### src/rtl/hilo_muldiv.sv
// Iterative MIPS multiply/divide unit holding the architectural HI/LO registers.
// MULT/MULTU use radix-2 shift-add, DIV/DIVU use restoring division; both take 32 iterations plus a sign-fix cycle.
module hilo_muldiv (
    input  logic        clk,
    input  logic        rst_n,
    input  logic        start,
    input  logic [2:0]  op,
    input  logic [31:0] a,
    input  logic [31:0] b,
    output logic        busy,
    output logic        done,
    output logic        div_zero,
    output logic [31:0] hi,
    output logic [31:0] lo
);

    localparam logic [1:0] S_IDLE = 2'd0;
    localparam logic [1:0] S_MUL  = 2'd1;
    localparam logic [1:0] S_DIV  = 2'd2;
    localparam logic [1:0] S_FIX  = 2'd3;

    localparam logic [2:0] OP_MULT  = 3'd0;
    localparam logic [2:0] OP_MULTU = 3'd1;
    localparam logic [2:0] OP_DIV   = 3'd2;
    localparam logic [2:0] OP_DIVU  = 3'd3;
    localparam logic [2:0] OP_MTHI  = 3'd4;
    localparam logic [2:0] OP_MTLO  = 3'd5;

    logic [1:0]  state;
    logic [4:0]  cnt;
    logic [31:0] acc;      // product high half, or partial remainder
    logic [31:0] shreg;    // multiplier shifting out / dividend shifting out, quotient shifting in
    logic [31:0] opb;      // multiplicand or divisor magnitude
    logic        neg_p;    // negate product, or quotient
    logic        neg_r;    // negate remainder
    logic        is_div;
    logic        b_zero;

    logic        sgn_op;
    logic [31:0] a_mag;
    logic [31:0] b_mag;
    logic [32:0] mul_sum;
    logic [32:0] div_shift;
    logic [32:0] div_trial;

    function automatic logic [31:0] mag32(input logic [31:0] v, input logic sgn);
        return (sgn && v[31]) ? (~v + 32'd1) : v;
    endfunction

    function automatic logic [31:0] neg32(input logic [31:0] v, input logic en);
        return en ? (~v + 32'd1) : v;
    endfunction

    function automatic logic [63:0] neg64(input logic [63:0] v, input logic en);
        return en ? (~v + 64'd1) : v;
    endfunction

    always_comb begin
        sgn_op    = (op == OP_MULT) || (op == OP_DIV);
        a_mag     = mag32(a, sgn_op);
        b_mag     = mag32(b, sgn_op);
        mul_sum   = {1'b0, acc} + (shreg[0] ? {1'b0, opb} : 33'd0);
        div_shift = {acc, shreg[31]};
        div_trial = div_shift - {1'b0, opb};
    end

    always_ff @(posedge clk or negedge rst_n) begin
        if (!rst_n) begin
            state    <= S_IDLE;
            cnt      <= 5'd0;
            acc      <= 32'd0;
            shreg    <= 32'd0;
            opb      <= 32'd0;
            neg_p    <= 1'b0;
            neg_r    <= 1'b0;
            is_div   <= 1'b0;
            b_zero   <= 1'b0;
            busy     <= 1'b0;
            done     <= 1'b0;
            div_zero <= 1'b0;
            hi       <= 32'd0;
            lo       <= 32'd0;
        end else begin
            done     <= 1'b0;
            div_zero <= 1'b0;
            case (state)
                S_IDLE: begin
                    if (start) begin
                        case (op)
                            OP_MULT, OP_MULTU, OP_DIV, OP_DIVU: begin
                                acc    <= 32'd0;
                                shreg  <= a_mag;
                                opb    <= b_mag;
                                neg_p  <= sgn_op & (a[31] ^ b[31]);
                                neg_r  <= sgn_op & a[31];
                                is_div <= op[1];
                                b_zero <= (b == 32'd0);
                                cnt    <= 5'd0;
                                busy   <= 1'b1;
                                state  <= op[1] ? S_DIV : S_MUL;
                            end
                            OP_MTHI: begin
                                hi   <= a;
                                done <= 1'b1;
                            end
                            OP_MTLO: begin
                                lo   <= a;
                                done <= 1'b1;
                            end
                            default: ;
                        endcase
                    end
                end
                S_MUL: begin
                    acc   <= mul_sum[32:1];
                    shreg <= {mul_sum[0], shreg[31:1]};
                    cnt   <= cnt + 5'd1;
                    if (cnt == 5'd31) state <= S_FIX;
                end
                S_DIV: begin
                    // Keep the trial difference only when it did not borrow.
                    if (!div_trial[32]) begin
                        acc   <= div_trial[31:0];
                        shreg <= {shreg[30:0], 1'b1};
                    end else begin
                        acc   <= div_shift[31:0];
                        shreg <= {shreg[30:0], 1'b0};
                    end
                    cnt <= cnt + 5'd1;
                    if (cnt == 5'd31) state <= S_FIX;
                end
                default: begin
                    if (is_div) begin
                        if (b_zero) begin
                            div_zero <= 1'b1;
                        end else begin
                            lo <= neg32(shreg, neg_p);
                            hi <= neg32(acc, neg_r);
                        end
                    end else begin
                        {hi, lo} <= neg64({acc, shreg}, neg_p);
                    end
                    done  <= 1'b1;
                    busy  <= 1'b0;
                    state <= S_IDLE;
                end
            endcase
        end
    end

endmodule

### config.mk
export PLATFORM = sky130hd
export DESIGN_NAME = hilo_muldiv
export DESIGN_NICKNAME = d
export VERILOG_FILES = /design/src/rtl/hilo_muldiv.sv
export SDC_FILE = /design/constraint.sdc
export NUM_CORES = 1
export LEC_CHECK = 0
export CORE_MARGIN = 1.5
export CORE_UTILIZATION = 59
export CTS_BUF_LIST = sky130_fd_sc_hd__clkbuf_16
export DETAILED_ROUTE_END_ITERATION = 10
export PLACE_DENSITY = 0.86
export REMOVE_ABC_BUFFERS = 1
export SYNTH_ARGS = -nofsm -noshare
export SYNTH_HDL_FRONTEND = slang
export SYNTH_SLANG_ARGS = --single-unit
### constraint.sdc
create_clock -name clk -period 4.2 [get_ports clk]
set_input_delay 0.42 -clock clk [delete_from_list [all_inputs] [get_ports clk]]
set_output_delay 0.42 -clock clk [all_outputs]
set_load 0.005 [all_outputs]
After elaboration in Yosys (flattened, before gate mapping)
Index checks and enable logic that the tools add are counted.
W data, S select, Z words.
{ "classes": {"n_reduce_logical": 19, "addsub": 8, "bitwise_logic": 9, "eq_ne": 14, "muxes": 41} }
{ "op_table": {"columns": ["operator", "n"], "rows": [
  ["$mux W32", 18],
  ["$pmux W32 S3", 2],
  ["$add A32 B1 Y32 const B", 4],
  ["$not A32 Y32", 4],
  ["$pmux W32 S2", 2],
  ["$add A64 B1 Y64 const B", 1],
  ["$mux W64", 1],
  ["$not A64 Y64", 1],
  ["$add A32 B32 Y33", 1],
  ["$sub A33 B32 Y33", 1],
  ["$logic_not A32 Y1", 1],
  ["$reduce_and A3 Y1", 5],
  ["$mux W5", 2],
  ["$pmux W5 S2", 1],
  ["$mux W1", 8],
  ["$mux W2", 4],
  ["$ne A2 B1 Y1 const B", 4],
  ["$reduce_and A4 Y1", 2],
  ["$eq A3 B2 Y1 const B", 2],
  ["$eq A3 B3 Y1 const B", 2],
  ["$add A5 B1 Y5 const B", 1],
  ["$eq A5 B5 Y1 const B", 1],
  ["$pmux W1 S2", 2],
  ["$pmux W2 S2", 1],
  ["other kinds (17)", 20]
]} }
{ "word_totals": {"ff_bits": 174, "elab_cells": 105, "input_bits": 70, "output_inout_bits": 67} }

Logic depth before layout (Yosys ltp)
Gate-level depths: netlist of run 1.
{ "logic_depth": {"ltp_word": 7, "mapped_depth": 14, "ltp_nobuf": 14} }

Worst setup path after synthesis of run 1
OpenSTA, ideal clock, no wires.
{ "synth_path": {"path_kind": "register to register", "start": "register shreg[0]", "end": "register hi[14]", "required_time_ns": 4.105, "period_less_slack_ns": 3.750, "slack_ns": 0.450, "t_arrival_ns": 3.655, "stages_incl_launch_ff": 14, "cell_sequence": "dfrtp_1 inv_1 clkbuf_1 ha_1 or3b_2 nor4b_1 or4b_4 or2_1 or3_4 o21a_4 o31ai_4 xnor2_1 nor2_1 o31ai_1"} }
{ "synth_via": {"elab_chain_len": 5} }
{ "synth_rtl": {"columns": ["item", "line", "rtl"], "rows": [
  ["start: declaration", "32", "logic [31:0] shreg;"],
  ["start signal: assignment", "92", "shreg <= a_mag;"],
  ["start signal: assignment", "116", "shreg <= {mul_sum[0], shreg[31:1]};"],
  ["start signal: assignment", "124", "shreg <= {shreg[30:0], 1'b1};"],
  ["$not A64 Y64", "55", "return en ? (~v + 64'd1) : v;"],
  ["$add A64 B1 Y64", "55", null],
  ["$mux W64", "55", null],
  ["$mux W32", "133", "if (is_div) begin"],
  ["$pmux W32 S2", "86", "case (state)"],
  ["end signal: assignment", "138", "hi <= neg32(acc, neg_r);"],
  ["end signal: assignment", "141", "{hi, lo} <= neg64({acc, shreg}, neg_p);"],
  ["end: declaration", "13", "output logic [31:0] hi,"]
]} }
No other way between the ends.
A chain may end at the register's enable or synchronous reset.

Worst setup path in the final report of run 1
{ "layout_path": {"start": "register shreg[1]", "end": "register hi[12]"} }
Same word-level chain as after synthesis.

==> flow_metrics.py, run 1 <==
metrics = {
    "clocking": {
        "post_cts_hold_buffer_count": 0,
        "cts_post_setup_buffers_inserted": 0,
        "cts_repair_resize_count": 0,
        "worst_setup_hold_path_clk_slew_ns": 0.07,
        "cts_max_level": 4,
        "numCtsBuffers": 17,
        "cts_tree": "yes",
        "cts_num_sinks": 174,
        "cts-root-to-sink-buffers": 2,
        "insertion_delay_ns": 0.45,
        "clock-root-buffer": "sky130_fd_sc_hd__clkbuf_16",
    },
    "global_route": {
        "maximum_number_of_pins_on_one_net_before_global_route_repair": 103,
        "grt.overflow.total": 0,
        "first_global_vias": 13500,
        "antenna_found_initial": 0,
        "grt_first_pass_wirelength_um": 67400,
        "grt_usage": 0.337,
    },
    "power_and_ir_drop": {
        "power_frac_clock": 0.116,
        "ir_worst_vdd_mv": 0.514,
        "comb_power_share": 0.659,
        "proportion_of_power_drawn_by_flip_flops_and_latches": 0.225,
        "intPower_mw": 7.52,
        "static_leakage_nw": 7.21,
        "switchingPower_mw": 7.45,
        "powerDensity_nw_per_um2": 907,
        "switching_share": 0.497,
    },
    "critical_path": {
        "reg2reg_depth": 14,
        "worst_path_cell_chain": "inv_1 > ha_1 > or3b_2 > nor4b_1 > buf_4 > or4b_4 > or2_1 > or3_4 > o21ai_2 > buf_4 > o21ai_0 > xor2_1 > mux2i_1 > o21ai_0",
        "cp_num_buf_inv": 3,
        "crit_family": "simple AND/OR/NAND/NOR gates",
        "critical_path.max_fanout": 9,
        "regToRegEndpoint": "hi[12]",
        "timing.critical_path.slowest_stage_cell": "sky130_fd_sc_hd__or3b_2",
        "worst_ep_required_time_ns": 4.51,
        "rrSetupSlack_ns": 0.24,
        "cp-end-kind": "flip-flop",
        "worst_setup_path_start_kind": "flip-flop",
        "regToRegStartpoint": "shreg[1]",
        "path_class": "flip-flop to flip-flop",
        "worst-endpoint-arrival_ns": 4.26,
        "crit_path_end": "hi[12]",
        "critical_path_cell_count": 14,
        "critical-path-max-stage-delay_ns": 0.50,
        "crit_start": "shreg[1]",
    },
    "drt": {
        "drt-initial-drc-count": 1478,
        "detailroute.wirelength.met3_um": 3780,
        "post_drt_wl_per_cell_um": 18.8,
        "routed-via-count": 14200,
        "top_signal_layer_used": "met4",
        "count_of_antenna_violating_nets_left_after_detailed_routing": 0,
        "drt_first_pass_iters": 7,
        "detail_route.wirelength.met1_um": 16800,
        "route.met2.wl_um": 19600,
        "drt_wl_total_um": 41400,
        "post-route-drc-count": 0,
        "vias_cell": 6.43,
    },
    "timing": {
        "setup_repair_after_global_routing_missed_its_margin": "no",
        "clock.fmax_mhz": 253,
        "relSlewSlack": 0.266,
        "post-route-period-util": 0.942,
        "finalWorstPathRequiredPeriod_ns": 3.96,
        "setup-violations-final": 0,
        "timing_max_transition_violations_final": 0,
        "finalHoldViolCount": 0,
        "timing.final.ws_setup_ns": 0.244,
        "clock-skew-final_ns": 0.0196,
        "finalHoldWorstSlack_ns": 0.0470,
        "worstMarginPinSlew_ns": 1.10,
    },
    "logic_synthesis": {
        "muxShareOfSynthArea": 0.0330,
        "leading_cell_type_by_number_of_instances_after_synthesis": "sky130_fd_sc_hd__nand2_1",
        "ys_async_sr_fraction": 1.00,
        "synth_adder_area_share": 0.0689,
        "ys_seq_elements": 174,
        "dominant_combinational_cell_family_by_area_after_synthesis": "compound AO/OA/AOI/OAI gates",
        "synth.distinct_cells": 79,
        "yosysTopAreaCellShare": 0.306,
        "synth_area_um2": 14200,
        "synth_compound_gate_area_share": 0.254,
        "ys_dominant_reg_cell": "sky130_fd_sc_hd__dfrtp_1",
        "synth-edff-count": 0,
        "avg_cell_area_syn_um2": 7.92,
        "netlist_instances": 1793,
        "synth_area_leaders": "sky130_fd_sc_hd__dfrtp_1 (31%), sky130_fd_sc_hd__ha_1 (6.6%), sky130_fd_sc_hd__o21ai_0 (6.4%)",
        "synth_common_cells": "sky130_fd_sc_hd__nand2_1 (221), sky130_fd_sc_hd__nor2_1 (182), sky130_fd_sc_hd__o21ai_0 (181)",
        "synth_sequential_area_ratio": 0.306,
        "ys_warn_count": 0,
        "post-synth-top-area-cell": "sky130_fd_sc_hd__dfrtp_1",
        "share_of_synthesized_cell_area_in_and_or_nand_and_nor_gates": 0.185,
        "synth_xor_xnor_area_share": 0.105,
    },
    "die": {
        "placeableCoreArea_um2": 23500,
        "placement_rows": 56,
        "die_area_um2": 25000,
        "dieHeight_um": 158,
        "floorplan.initialDensity": 0.604,
        "fp.dieW_um": 158,
        "floorplan.io_pins": 137,
    },
    "run_status": {
        "run_status": "finished clean",
    },
    "placed_design": {
        "post-place-cells": 2174,
        "dp.final_hpwl_um": 30300,
        "place.gp.congestion": 0.945,
        "io_buffers": 136,
        "dpl_worst_slack_ns": 0.344,
        "post_dp_cell_area_um2": 15900,
    },
    "cells_and_area": {
        "instances_no_fill": 2205,
        "number_of_inserted_filler_cells_in_the_final_layout": 1893,
        "number_of_nets_at_the_end_of_the_flow": 2021,
        "antennaDiodeCount": 0,
        "stdcell_area_um2": 16500,
        "drive_gt1_frac": 0.0504,
        "multi_input_area_um2": 9210,
        "storage_cell_area_um2": 4350,
        "syn2layout_area_growth_pct": 16.1,
    },
    "hold_path": {
        "hold_path_class": "input pin to async pin",
    },
    "job": {
        "max_cap_violations": 0,
    },
}
-- power by group through the flow --
stage	combinational [mW]	clock, mW	sequential, mW
after detailed placement	9.63	0	3.36
after floorplan	6.90	0	3.16
after CTS	9.71	1.74	3.34
after global placement	9.37	0	3.32
final	9.86	1.74	3.37
after global routing	10.9	1.82	3.47
-- flip-flops by register name, indices dropped and copies added, names as in the netlist, 2 cells and up --
name,count
cnt,5
lo,32
acc,32
shreg,32
state,2
hi,32
opb,32
-- routing by layer --
layer | GRT usage | vias up
met3 | 0.0569 | 147
met2 | 0.565 | 789
met5 | 0 | -
li1 | - | 6613
met1 | 0.434 | 6639
met4 | 0.126 | 0
-- cell type report --
type                    instances  area share
repair buffers                171       0.101
flip-flops and latches        174       0.264
inverters                      65      0.0148
well taps                     319      0.0242
multi-input cells            1445       0.558
clock buffers                  17      0.0258
clock inverters                14      0.0123
-- worst min path at each step --
| stage | to | slack, ns | depth (start not counted) |
|---|---|---|---|
| 6_report | shreg[6] | 0.05 | 1 |
| 5_1_grt | shreg[6] | 0.16 | 1 |
| 4_1_cts | shreg[7] | 0.13 | 1 |
| 3_5_place_dp | lo[25] | 0.47 | 2 |
| 3_3_place_gp | opb[21] | 0.46 | 2 |
| 2_1_floorplan | acc[0] | 0.12 | 0 |
-- layout by cell type, fill, tap and decap left out, drive strengths merged, types with 70 or more instances in the layout --
cell	count
inv	70
nand2	221
xor2	91
ha	75
clkdlybuf4s50	135
a21oi	129
dfrtp	174
o21ai	184
nor2	182
xnor2	80
-- kinds of logic (layout without fill, tap and decap cells) --
logic type / count (synthesis) / count (layout)
AOI/OAI and AO/OA: 568 / 568
xor gates and xnor gates: 171 / 171
adders and majority gates: 77 / 77
buffers and inverters: 174 / 267
DFF: 174 / 174
muxes: 46 / 46
and+or+nand+nor: 583 / 583
-- through the flow --
stage          setup TNS [ns]  utilization  total power [mW]
2_1_floorplan         -230.49            -              10.1
6_report                    0        0.701              15.0
3_3_place_gp                0        0.674              12.7
3_5_place_dp                0        0.674              13.0
4_1_cts                     0        0.701              14.8
5_1_grt                     0        0.701              16.2
(Power assumes the default switching activity.)
==> inputs of run 2 (changes only) <==
Settings changed: CORE_MARGIN 1.5 to 5, GPL_ROUTABILITY_DRIVEN set to 0, SETUP_SLACK_MARGIN set to 0.4.
==> run 2 against run 1 <==
  * First-iteration DRC count grew 13%
  * Design area is essentially flat
  * Worst hold slack worse by 0.00056 ns
  * Die area grew 9.0%
  * Combinational power hardly changed
  * Worst setup slack better by 0.28 ns
  * Sequential cell count did not move
  * Clock skew shrank 0.0031 ns
  * Sequential share of layout area about the same
  * Via count grew 1.3%
  * Non-clock buffer count is 3 higher
  * Largest cell class unchanged
==> flow_metrics.py, run 2 (synthesized netlist as in run 1, its figures left out) <==
metrics = {
    "run_status": {
        "run_status": "finished clean",
    },
    "timing": {
        "relSlewSlack": 0.302,
        "finalHoldViolCount": 0,
        "setup-violations-final": 0,
        "clock-skew-final_ns": 0.0166,
        "post-route-period-util": 0.874,
        "timing_max_transition_violations_final": 0,
        "finalWorstPathRequiredPeriod_ns": 3.67,
        "worstMarginPinSlew_ns": 1.05,
        "clock.fmax_mhz": 272,
        "setup_repair_after_global_routing_missed_its_margin": "no",
    },
    "critical_path": {
        "path_class": "flip-flop to flip-flop",
        "cp-end-kind": "flip-flop",
        "worst-endpoint-arrival_ns": 3.97,
        "worst_setup_path_start_kind": "flip-flop",
        "worst_ep_required_time_ns": 4.50,
        "critical_path.max_fanout": 6,
    },
    "die": {
        "placeableCoreArea_um2": 23600,
        "die_area_um2": 27300,
        "fp.dieW_um": 165,
        "floorplan.io_pins": 137,
        "placement_rows": 56,
        "dieHeight_um": 165,
        "floorplan.initialDensity": 0.602,
    },
    "placed_design": {
        "dp.final_hpwl_um": 30700,
        "post_dp_cell_area_um2": 15800,
        "io_buffers": 136,
    },
    "power_and_ir_drop": {
        "powerDensity_nw_per_um2": 909,
        "static_leakage_nw": 7.21,
        "ir_worst_vdd_mv": 0.486,
        "finalPower_mw": 15.0,
    },
    "drt": {
        "post_drt_wl_per_cell_um": 19.3,
        "count_of_antenna_violating_nets_left_after_detailed_routing": 0,
        "post-route-drc-count": 0,
        "drt-initial-drc-count": 1665,
        "routed-via-count": 14400,
        "drt_first_pass_iters": 8,
        "vias_cell": 6.50,
        "drt_wl_total_um": 42600,
    },
    "cells_and_area": {
        "antennaDiodeCount": 0,
        "drive_gt1_frac": 0.0577,
        "number_of_nets_at_the_end_of_the_flow": 2024,
        "mostFrequentLayoutCell": "sky130_fd_sc_hd__nand2_1",
        "mostFrequentLayoutCells": "sky130_fd_sc_hd__nand2_1 (221), sky130_fd_sc_hd__nor2_1 (182), sky130_fd_sc_hd__o21ai_0 (181)",
        "syn2layout_area_growth_pct": 16.2,
        "stdcell_area_um2": 16500,
    },
    "job": {
        "max_cap_violations": 0,
    },
    "clocking": {
        "clock-root-buffer": "sky130_fd_sc_hd__clkbuf_16",
        "cts_tree": "yes",
        "cts-root-to-sink-buffers": 2,
        "cts_num_sinks": 174,
        "insertion_delay_ns": 0.45,
        "worst_setup_hold_path_clk_slew_ns": 0.08,
        "cts_max_level": 4,
        "numCtsBuffers": 17,
    },
    "global_route": {
        "grt_first_pass_wirelength_um": 68200,
        "maximum_number_of_pins_on_one_net_before_global_route_repair": 92,
        "antenna_found_initial": 0,
        "grt.overflow.total": 0,
        "grt_usage": 0.308,
        "first_global_vias": 13600,
    },
    "hold_path": {
        "hold_path_class": "input pin to async pin",
    },
}
==> run 2: metrics by stage <==
stage	setup TNS, ns	utilization	instances	hold slack, ns	setup WS, ns
final	0	0.699	2209	0.0465	0.528
after global routing	0	0.699	2209	0.113	0.371
after CTS	0	0.696	2206	0.0831	0.408
after detailed placement	0	0.671	2173	0.469	0.259
after global placement	0	0.671	2173	0.461	0.420
after floorplan	-230.49	-	1684	0.124	-3.14
==> run 2: where the power goes <==
part / internal [mW] / switching [mW]
clock: 0.792 / 0.790
combinational: 4.08 / 5.94
sequential: 2.45 / 0.959
==> run 2: layout make-up <==
| type | count | area (µm²) |
|---|---|---|
| Clock inverter | 15 | 141 |
| Multi-Input combinational cell | 1445 | 9260 |
| Clock buffer | 17 | 425 |
| Tap cell | 319 | 399 |
| Timing Repair Buffer | 174 | 1690 |
| Inverter | 65 | 244 |
| Fill cell | 1840 | 7100 |
| Sequential cell | 174 | 4360 |
==> run 2: timing repair <==
action	4_1_cts	5_1_grt
setup buffers	1	3
pin swaps	0	1
endpoints found under the setup margin	11	34
hold buffers	0	0
resized for setup	4	13
==> run 2: critical path, cell delays in order, from the launching register on <==
cell	delay [ns]
sky130_fd_sc_hd__dfrtp_1	0.46
sky130_fd_sc_hd__or4_4	0.57
sky130_fd_sc_hd__or4_4	0.45
sky130_fd_sc_hd__or4b_4	0.52
sky130_fd_sc_hd__or2_4	0.29
sky130_fd_sc_hd__or3_4	0.37
sky130_fd_sc_hd__o21ai_4	0.20
sky130_fd_sc_hd__o21ai_0	0.17
sky130_fd_sc_hd__xor2_1	0.20
sky130_fd_sc_hd__mux2i_1	0.17
sky130_fd_sc_hd__o21ai_0	0.11
==> run 2: worst paths after layout <==
check,start,cells after the start,to,slack [ns]
setup / recovery,shreg[15],10,hi[26],0.53
hold reg to reg,lo[12],2,lo[12],0.48
hold / removal,rst_n,1,shreg[6],0.05
setup reg to reg,shreg[15],10,hi[26],0.53
min in group clk,lo[12],2,lo[12],0.48
max in group asynchronous,rst_n,2,state[0],3.19
==> run 2: per-layer routing <==
layer / up-vias / share of wire / global-route usage
met5: - / 0 / 0
li1: 6613 / - / -
met1: 6639 / 0.39 / 0.401
met4: 0 / 0.042 / 0.141
met2: 936 / 0.46 / 0.499
met3: 180 / 0.11 / 0.0556
